--- src/rtl/core_pkg.sv ---
`default_nettype none
// ============================================================================
//  Module      : core_pkg
//  Description : Shared core-wide constants (datapath width).
//  Revision    : 1.0 - initial release
// ============================================================================
package core_pkg;
    parameter int XLEN = 32;
endpackage
`default_nettype wire

--- src/rtl/reorder_commit.sv ---
`default_nettype none
// ============================================================================
//  Module      : reorder_commit
//  Description : Reorder buffer with in-order commit to the architectural
//                register file. Circular buffer with head (oldest) and tail
//                (next free) pointers. Up to WIDTH allocations, completions
//                and commits per cycle. An excepting head entry flushes the
//                whole buffer and raises a one-cycle exc_valid pulse.
//  Ports       : clk, reset (async, active-low)
//                alloc_valid/alloc_wen/alloc_rd -> alloc_ready/alloc_idx
//                cmpl_valid/cmpl_idx/cmpl_data/cmpl_exc
//                arf_wen/arf_waddr/arf_wdata  (registered commit writes)
//                exc_valid/exc_idx            (registered flush pulse)
//                count                        (occupied entries)
//  Revision    : 1.0 - initial release
// ============================================================================
module reorder_commit #(
    parameter int XLEN      = core_pkg::XLEN,
    parameter int ROB_DEPTH = 16,
    parameter int WIDTH     = 2
) (
    input  logic                                       clk,
    input  logic                                       reset,
    input  logic [WIDTH-1:0]                           alloc_valid,
    input  logic [WIDTH-1:0]                           alloc_wen,
    input  logic [WIDTH-1:0][4:0]                      alloc_rd,
    output logic                                       alloc_ready,
    output logic [WIDTH-1:0][$clog2(ROB_DEPTH)-1:0]    alloc_idx,
    input  logic [WIDTH-1:0]                           cmpl_valid,
    input  logic [WIDTH-1:0][$clog2(ROB_DEPTH)-1:0]    cmpl_idx,
    input  logic [WIDTH-1:0][XLEN-1:0]                 cmpl_data,
    input  logic [WIDTH-1:0]                           cmpl_exc,
    output logic [WIDTH-1:0]                           arf_wen,
    output logic [WIDTH-1:0][4:0]                      arf_waddr,
    output logic [WIDTH-1:0][XLEN-1:0]                 arf_wdata,
    output logic                                       exc_valid,
    output logic [$clog2(ROB_DEPTH)-1:0]               exc_idx,
    output logic [$clog2(ROB_DEPTH):0]                 count
);

    localparam int c_IW = $clog2(ROB_DEPTH);
    localparam int c_CW = c_IW + 1;

    // Entry state
    logic [ROB_DEPTH-1:0]    r_valid;
    logic [ROB_DEPTH-1:0]    r_done;
    logic [ROB_DEPTH-1:0]    r_exc;
    logic [ROB_DEPTH-1:0]    r_wen;
    logic [4:0]              r_rd   [ROB_DEPTH];
    logic [XLEN-1:0]         r_data [ROB_DEPTH];

    logic [c_IW-1:0]         r_head;
    logic [c_IW-1:0]         r_tail;
    logic [c_CW-1:0]         r_count;

    logic [WIDTH-1:0]            r_arf_wen;
    logic [WIDTH-1:0][4:0]       r_arf_waddr;
    logic [WIDTH-1:0][XLEN-1:0]  r_arf_wdata;
    logic                        r_exc_valid;
    logic [c_IW-1:0]             r_exc_idx;

    logic [c_CW-1:0]             w_free;
    logic                        w_ready;
    logic                        w_flush;
    logic [WIDTH-1:0][c_IW-1:0]  w_aidx;
    logic [WIDTH-1:0][c_IW-1:0]  w_cidx;
    logic [WIDTH-1:0]            w_take;
    logic [WIDTH-1:0]            w_cmt;
    logic [WIDTH-1:0]            w_arf_en;
    logic [c_CW-1:0]             w_nalloc;
    logic [c_CW-1:0]             w_ncmt;
    logic                        w_arun;
    logic                        w_crun;

    always_comb begin
        w_free   = c_CW'(ROB_DEPTH) - r_count;
        w_ready  = (w_free >= c_CW'(WIDTH));
        w_flush  = r_valid[r_head] & r_done[r_head] & r_exc[r_head];
        w_aidx   = '0;
        w_cidx   = '0;
        w_take   = '0;
        w_cmt    = '0;
        w_arf_en = '0;
        w_nalloc = '0;
        w_ncmt   = '0;

        for (int i = 0; i < WIDTH; i++) begin
            w_aidx[i] = r_tail + c_IW'(i);
            w_cidx[i] = r_head + c_IW'(i);
        end

        // Slots are taken as a contiguous prefix: a gap stops allocation,
        // so a request only on a higher slot is ignored.
        w_arun = w_ready & ~w_flush;
        for (int i = 0; i < WIDTH; i++) begin
            w_take[i] = w_arun & alloc_valid[i];
            w_arun    = w_take[i];
            if (w_take[i]) w_nalloc = w_nalloc + c_CW'(1);
        end

        // In-order commit: each slot needs every older slot to commit too.
        // An excepting entry never commits; it flushes once it is head.
        w_crun = 1'b1;
        for (int i = 0; i < WIDTH; i++) begin
            w_cmt[i] = w_crun & r_valid[w_cidx[i]] & r_done[w_cidx[i]]
                     & ~r_exc[w_cidx[i]];
            w_crun   = w_cmt[i];
            if (w_cmt[i]) w_ncmt = w_ncmt + c_CW'(1);
        end

        // A register written by a younger committing slot suppresses the
        // older write so the register file ends with the youngest value.
        for (int i = 0; i < WIDTH; i++) begin
            w_arf_en[i] = w_cmt[i] & r_wen[w_cidx[i]];
            for (int j = i + 1; j < WIDTH; j++) begin
                if (w_cmt[j] && r_wen[w_cidx[j]] &&
                    (r_rd[w_cidx[j]] == r_rd[w_cidx[i]]))
                    w_arf_en[i] = 1'b0;
            end
        end
    end

    always_ff @(posedge clk or negedge reset) begin
        if (!reset) begin
            r_valid     <= '0;
            r_done      <= '0;
            r_exc       <= '0;
            r_head      <= '0;
            r_tail      <= '0;
            r_count     <= '0;
            r_arf_wen   <= '0;
            r_arf_waddr <= '0;
            r_arf_wdata <= '0;
            r_exc_valid <= 1'b0;
            r_exc_idx   <= '0;
        end else begin
            r_arf_wen   <= w_arf_en;
            r_exc_valid <= w_flush;
            for (int i = 0; i < WIDTH; i++) begin
                if (w_arf_en[i]) begin
                    r_arf_waddr[i] <= r_rd[w_cidx[i]];
                    r_arf_wdata[i] <= r_data[w_cidx[i]];
                end
            end
            if (w_flush) begin
                r_valid   <= '0;
                r_tail    <= r_head;
                r_count   <= '0;
                r_exc_idx <= r_head;
            end else begin
                // Later slot overrides earlier one on equal indices.
                for (int i = 0; i < WIDTH; i++) begin
                    if (cmpl_valid[i] && r_valid[cmpl_idx[i]]) begin
                        r_done[cmpl_idx[i]] <= 1'b1;
                        r_exc[cmpl_idx[i]]  <= cmpl_exc[i];
                    end
                end
                for (int i = 0; i < WIDTH; i++) begin
                    if (w_cmt[i]) r_valid[w_cidx[i]] <= 1'b0;
                end
                for (int i = 0; i < WIDTH; i++) begin
                    if (w_take[i]) begin
                        r_valid[w_aidx[i]] <= 1'b1;
                        r_done[w_aidx[i]]  <= 1'b0;
                        r_exc[w_aidx[i]]   <= 1'b0;
                    end
                end
                r_head  <= r_head + w_ncmt[c_IW-1:0];
                r_tail  <= r_tail + w_nalloc[c_IW-1:0];
                r_count <= r_count + w_nalloc - w_ncmt;
            end
        end
    end

    // Payload storage; only meaningful while the entry is valid.
    always_ff @(posedge clk) begin
        for (int i = 0; i < WIDTH; i++) begin
            if (w_take[i]) begin
                r_rd[w_aidx[i]]  <= alloc_rd[i];
                r_wen[w_aidx[i]] <= alloc_wen[i];
            end
        end
        for (int i = 0; i < WIDTH; i++) begin
            if (!w_flush && cmpl_valid[i] && r_valid[cmpl_idx[i]])
                r_data[cmpl_idx[i]] <= cmpl_data[i];
        end
    end

    assign alloc_ready = w_ready;
    assign alloc_idx   = w_aidx;
    assign arf_wen     = r_arf_wen;
    assign arf_waddr   = r_arf_waddr;
    assign arf_wdata   = r_arf_wdata;
    assign exc_valid   = r_exc_valid;
    assign exc_idx     = r_exc_idx;
    assign count       = r_count;

endmodule
`default_nettype wire
--- config.mk ---
export PLATFORM = sky130hd
export DESIGN_NAME = reorder_commit
export DESIGN_NICKNAME = d
export VERILOG_FILES = /design/src/rtl/core_pkg.sv /design/src/rtl/reorder_commit.sv
export SDC_FILE = /design/constraint.sdc
export NUM_CORES = 2
export LEC_CHECK = 0
export CAP_MARGIN = 20
export CORE_UTILIZATION = 59
export CTS_CLUSTER_DIAMETER = 120
export DETAILED_ROUTE_END_ITERATION = 8
export PLACE_DENSITY = 0.78
export SETUP_SLACK_MARGIN = 0.2
export SLEW_MARGIN = 20
export SYNTH_ARGS = -nofsm -noshare
export SYNTH_HDL_FRONTEND = slang
export SYNTH_SLANG_ARGS = --single-unit
--- constraint.sdc ---
create_clock -name clk -period 9.9 [get_ports clk]
set_input_delay 1.485 -clock clk [delete_from_list [all_inputs] [get_ports clk]]
set_output_delay 1.485 -clock clk [all_outputs]
set_load 0.02 [all_outputs]
==> results.md <==
* Outcome: finished, final reports clean
* Drt first pass iters at 7
* Overall Power at 0.0139 W
* Final wirelength at 126 mm
* Clk_skew at 0.0365 ns
* RSZ-0062 raised after global routing: no
* Largest cells by area after synthesis: edfxtp_1 41%, mux4_2 21%, mux2_2 15%
* Largest net degree at the start of global routing at 145
* Max Root-Sink Buffers at 3
* Async SR Flop Fraction at 18.9%
* Share of layout cells above drive strength 1 at 44.6%
* Detailed Route Iter0 Violations at 3516
* Placed insts at 3546
* Crit Path Class: reg -> reg
* Sw Share at 35.6%
* Sequential share of power at 31.4%
* First-pass GRT wire length at 185 mm
* Most frequent cell after synthesis: edfxtp_1
* Avg WL per Cell at 34.1 um
* Width of the die at 272 um
* Final Non-Filler Cells at 3707
* Pleak at 16.4 nW
* Power share of the combinational group at 45.1%
* Final worst path period share at 68.5%
* Max-cap check violation count at 0
* Yosys top cell area share at 41.4%
* Hold-fix buffers, CTS at 0
* Largest stage delay, worst path at 0.98 ns
* Final hold violation count at 0
* Power density over the cells at 287 nW/um^2
* WP data required at 10.47 ns
* Count of cell types in the netlist at 67
* Register area share after synthesis at 50.5%
* #FFs+latches synth at 750
* Slowest CP cell: a21oi_1
* Global route total overflow at 0
* Later-pin clock latency in the skew report at 0.67 ns
* Crit path time final at 6.79 ns
* Via count at 27272
* CTS HTree Levels at 3
* RD Place Congestion at 0.950
* CTS tree: yes
* Number of placed I/O pins at 187
* Vias in the first global route at 27892
* Post-synth top cells: 592 x edfxtp_1, 567 x mux2_2, 395 x mux4_2
* Net Sw Power at 0.00495 W
* Fin. max-slew vios at 0
* Syn. warnings at 0
* GRT Overall Usage at 34.5%
* Kind of end point of the critical path: flip-flop
* DR DRC count at 0
* Setup TNS at 0 ns
* Worst vdd ir at 0.308 mV
* Core Region at 71700 um^2
* Max Clock Freq at 0.147 GHz
* Starting Density at 59.8%
* Final-report setup violation count at 0
* Cts repair resizes at 0
* Arrival @ worst endpoint at 7.36 ns
* Antenna-violating nets left at 0
* Syn Inst Count at 2623
* Clock-pin slew on the worst setup and hold paths at 0.06 ns
* Final #Nets at 2800
* Top cell by count, worst path: inv_1
* Crit path buf inv count at 5
* Worst rel slew slack at 24.3%
* CTS Buf Count at 82
* Initial antenna violation count at 13
* Mapped Area at 42900 um^2
* Syn-to-layout area delta at 12.7%
* Fillers at 4750
* Crit start category: flip-flop
* Synthesized area per cell at 16.4 um^2
* Final HPWL DP at 74.3 mm
* Number of synthesized flops with an enable pin at 592
* Post-CTS Setup Inserts at 0
* Yosys top cell by area: edfxtp_1
* Internal at 0.00894 W
* CTS Root Cell: clkbuf_16
* Critical path's top delay family: compound AO/OA/AOI/OAI gates
* Worst hold path class: reg -> reg
* CP max FO at 60
* CTS Sinks at 750
* Cell breakdown of the critical path: inv_1, ha_4, buf_4, and4b_1, nor3_1, a311oi_1, o21ai_0, a21oi_1, ha_1, ha_1, inv_1, ha_1, inv_1, fa_1, inv_1, a21oi_1, nor2_1, or3_1, a21oi_1
* Clock power share at 23.4%
* Die area at 73800 um^2
* Slew of the pin with the lowest slew margin at 1.14 ns
* Top FF cell, synth: edfxtp_1
* Post-Syn Nets at 2743
* Post-layout util at 67.4%
* Die height at 272 um
* Via density at 7.36
* # rows at 98
* I/O Buffers at 186
-- logic make-up (layout without fill, tap and decap cells) --
family	Yosys count	after routing	share of synthesized area (%)
DFF	750	750	50.5
muxes	1100	1100	39.3
buffers and inverters	300	426	3.08
adders and majority gates	28	28	0.887
xor gates and xnor gates	18	18	0.367
AOI/OAI and AO/OA	128	128	2.04
and+or+nand+nor	299	299	3.85
other	0	8	0
-- tightest hold or removal path: stages (launching register included) --
cell and delay, ns:
dfrtp_1 0.35, nand2_1 0.05, nand2_1 0.06
-- layer usage --
layer  share of wire [%]  track usage (%)  vias to the layer above
li1                    -                -                    10809
met1                  37             46.0                    14214
met2                  48             54.9                     1846
met3                  10             6.69                      391
met4                 4.8             16.3                       12
met5               0.057                0                        -
-- sequential cells by signal (all words and copies together), names as in the netlist --
| name | flops |
|---|---|
| r_done | 16 |
| arf_wdata | 64 |
| exc_idx | 4 |
| r_valid | 16 |
| r_exc | 16 |
| exc_valid | 1 |
| r_data | 512 |
| r_wen | 16 |
| r_tail | 4 |
| arf_waddr | 10 |
| r_rd | 80 |
| count | 5 |
| r_head | 4 |
| arf_wen | 2 |
-- area by class of cell --
| class | instances | area [um^2] | share of cell area (%) |
|---|---|---|---|
| Tap cell | 950 | 1190 | 2.46 |
| Sequential cell | 750 | 21700 | 44.8 |
| Clock buffer | 112 | 2310 | 4.78 |
| Timing Repair Buffer | 238 | 2290 | 4.73 |
| Clock inverter | 41 | 523 | 1.08 |
| Inverter | 35 | 133 | 0.274 |
| Antenna cell | 8 | 20.0 | 0.0414 |
| Multi-Input combinational cell | 1573 | 20200 | 41.8 |
-- power by group through the flow --
stage               combinational (W)  clock (W)  sequential [W]
global route                  0.00657    0.00337         0.00441
CTS                           0.00625    0.00326         0.00435
detailed placement            0.00622          0         0.00441
floorplan                     0.00437          0         0.00434
finish                        0.00627    0.00325         0.00437
global placement              0.00613          0         0.00438
-- layout by cell type (no fill, tap or decap), types with 11 or more instances in the layout --
| cell | n |
|---|---|
| clkinv_1 | 14 |
| bufinv_16 | 11 |
| mux2_1 | 86 |
| or2_2 | 11 |
| nand2_1 | 64 |
| nand3_1 | 40 |
| dfrtp_1 | 139 |
| mux2_2 | 567 |
| ha_1 | 23 |
| nand4b_1 | 15 |
| a21oi_1 | 25 |
| nor2_1 | 48 |
| o21ai_0 | 22 |
| clkbuf_16 | 86 |
| mux4_2 | 395 |
| o31ai_1 | 15 |
| mux2_4 | 19 |
| buf_4 | 48 |
| dfxtp_1 | 16 |
| nand4_1 | 26 |
| nor2_4 | 15 |
| inv_1 | 28 |
| mux2i_1 | 33 |
| edfxtp_1 | 592 |
| clkbuf_1 | 20 |
| clkdlybuf4s50_1 | 185 |
-- final timing paths --
kind,startpoint,to,slack [ns],cells after the start
max reg2reg,r_head[0],count[4],3.11,19
max,r_head[0],count[4],3.11,19
min in group asynchronous,reset,r_tail[1],0.95,1
min reg2reg,exc_idx[1],exc_idx[1],0.49,2
min,exc_idx[1],exc_idx[1],0.49,2
max in group asynchronous,reset,arf_wdata[58],7.46,2
-- per-stage QoR --
stage | instance area [um^2] | hold slack, ns | setup WS, ns
5_1_grt | 48300 | 0.526 | 2.75
2_1_floorplan | 42900 | 0.473 | 4.36
3_3_place_gp | 45500 | 0.486 | 3.20
4_1_cts | 48300 | 0.498 | 3.14
3_5_place_dp | 45500 | 0.484 | 3.14
6_report | 48400 | 0.490 | 3.11
No activity file was read; power rests on OpenSTA's default activity.
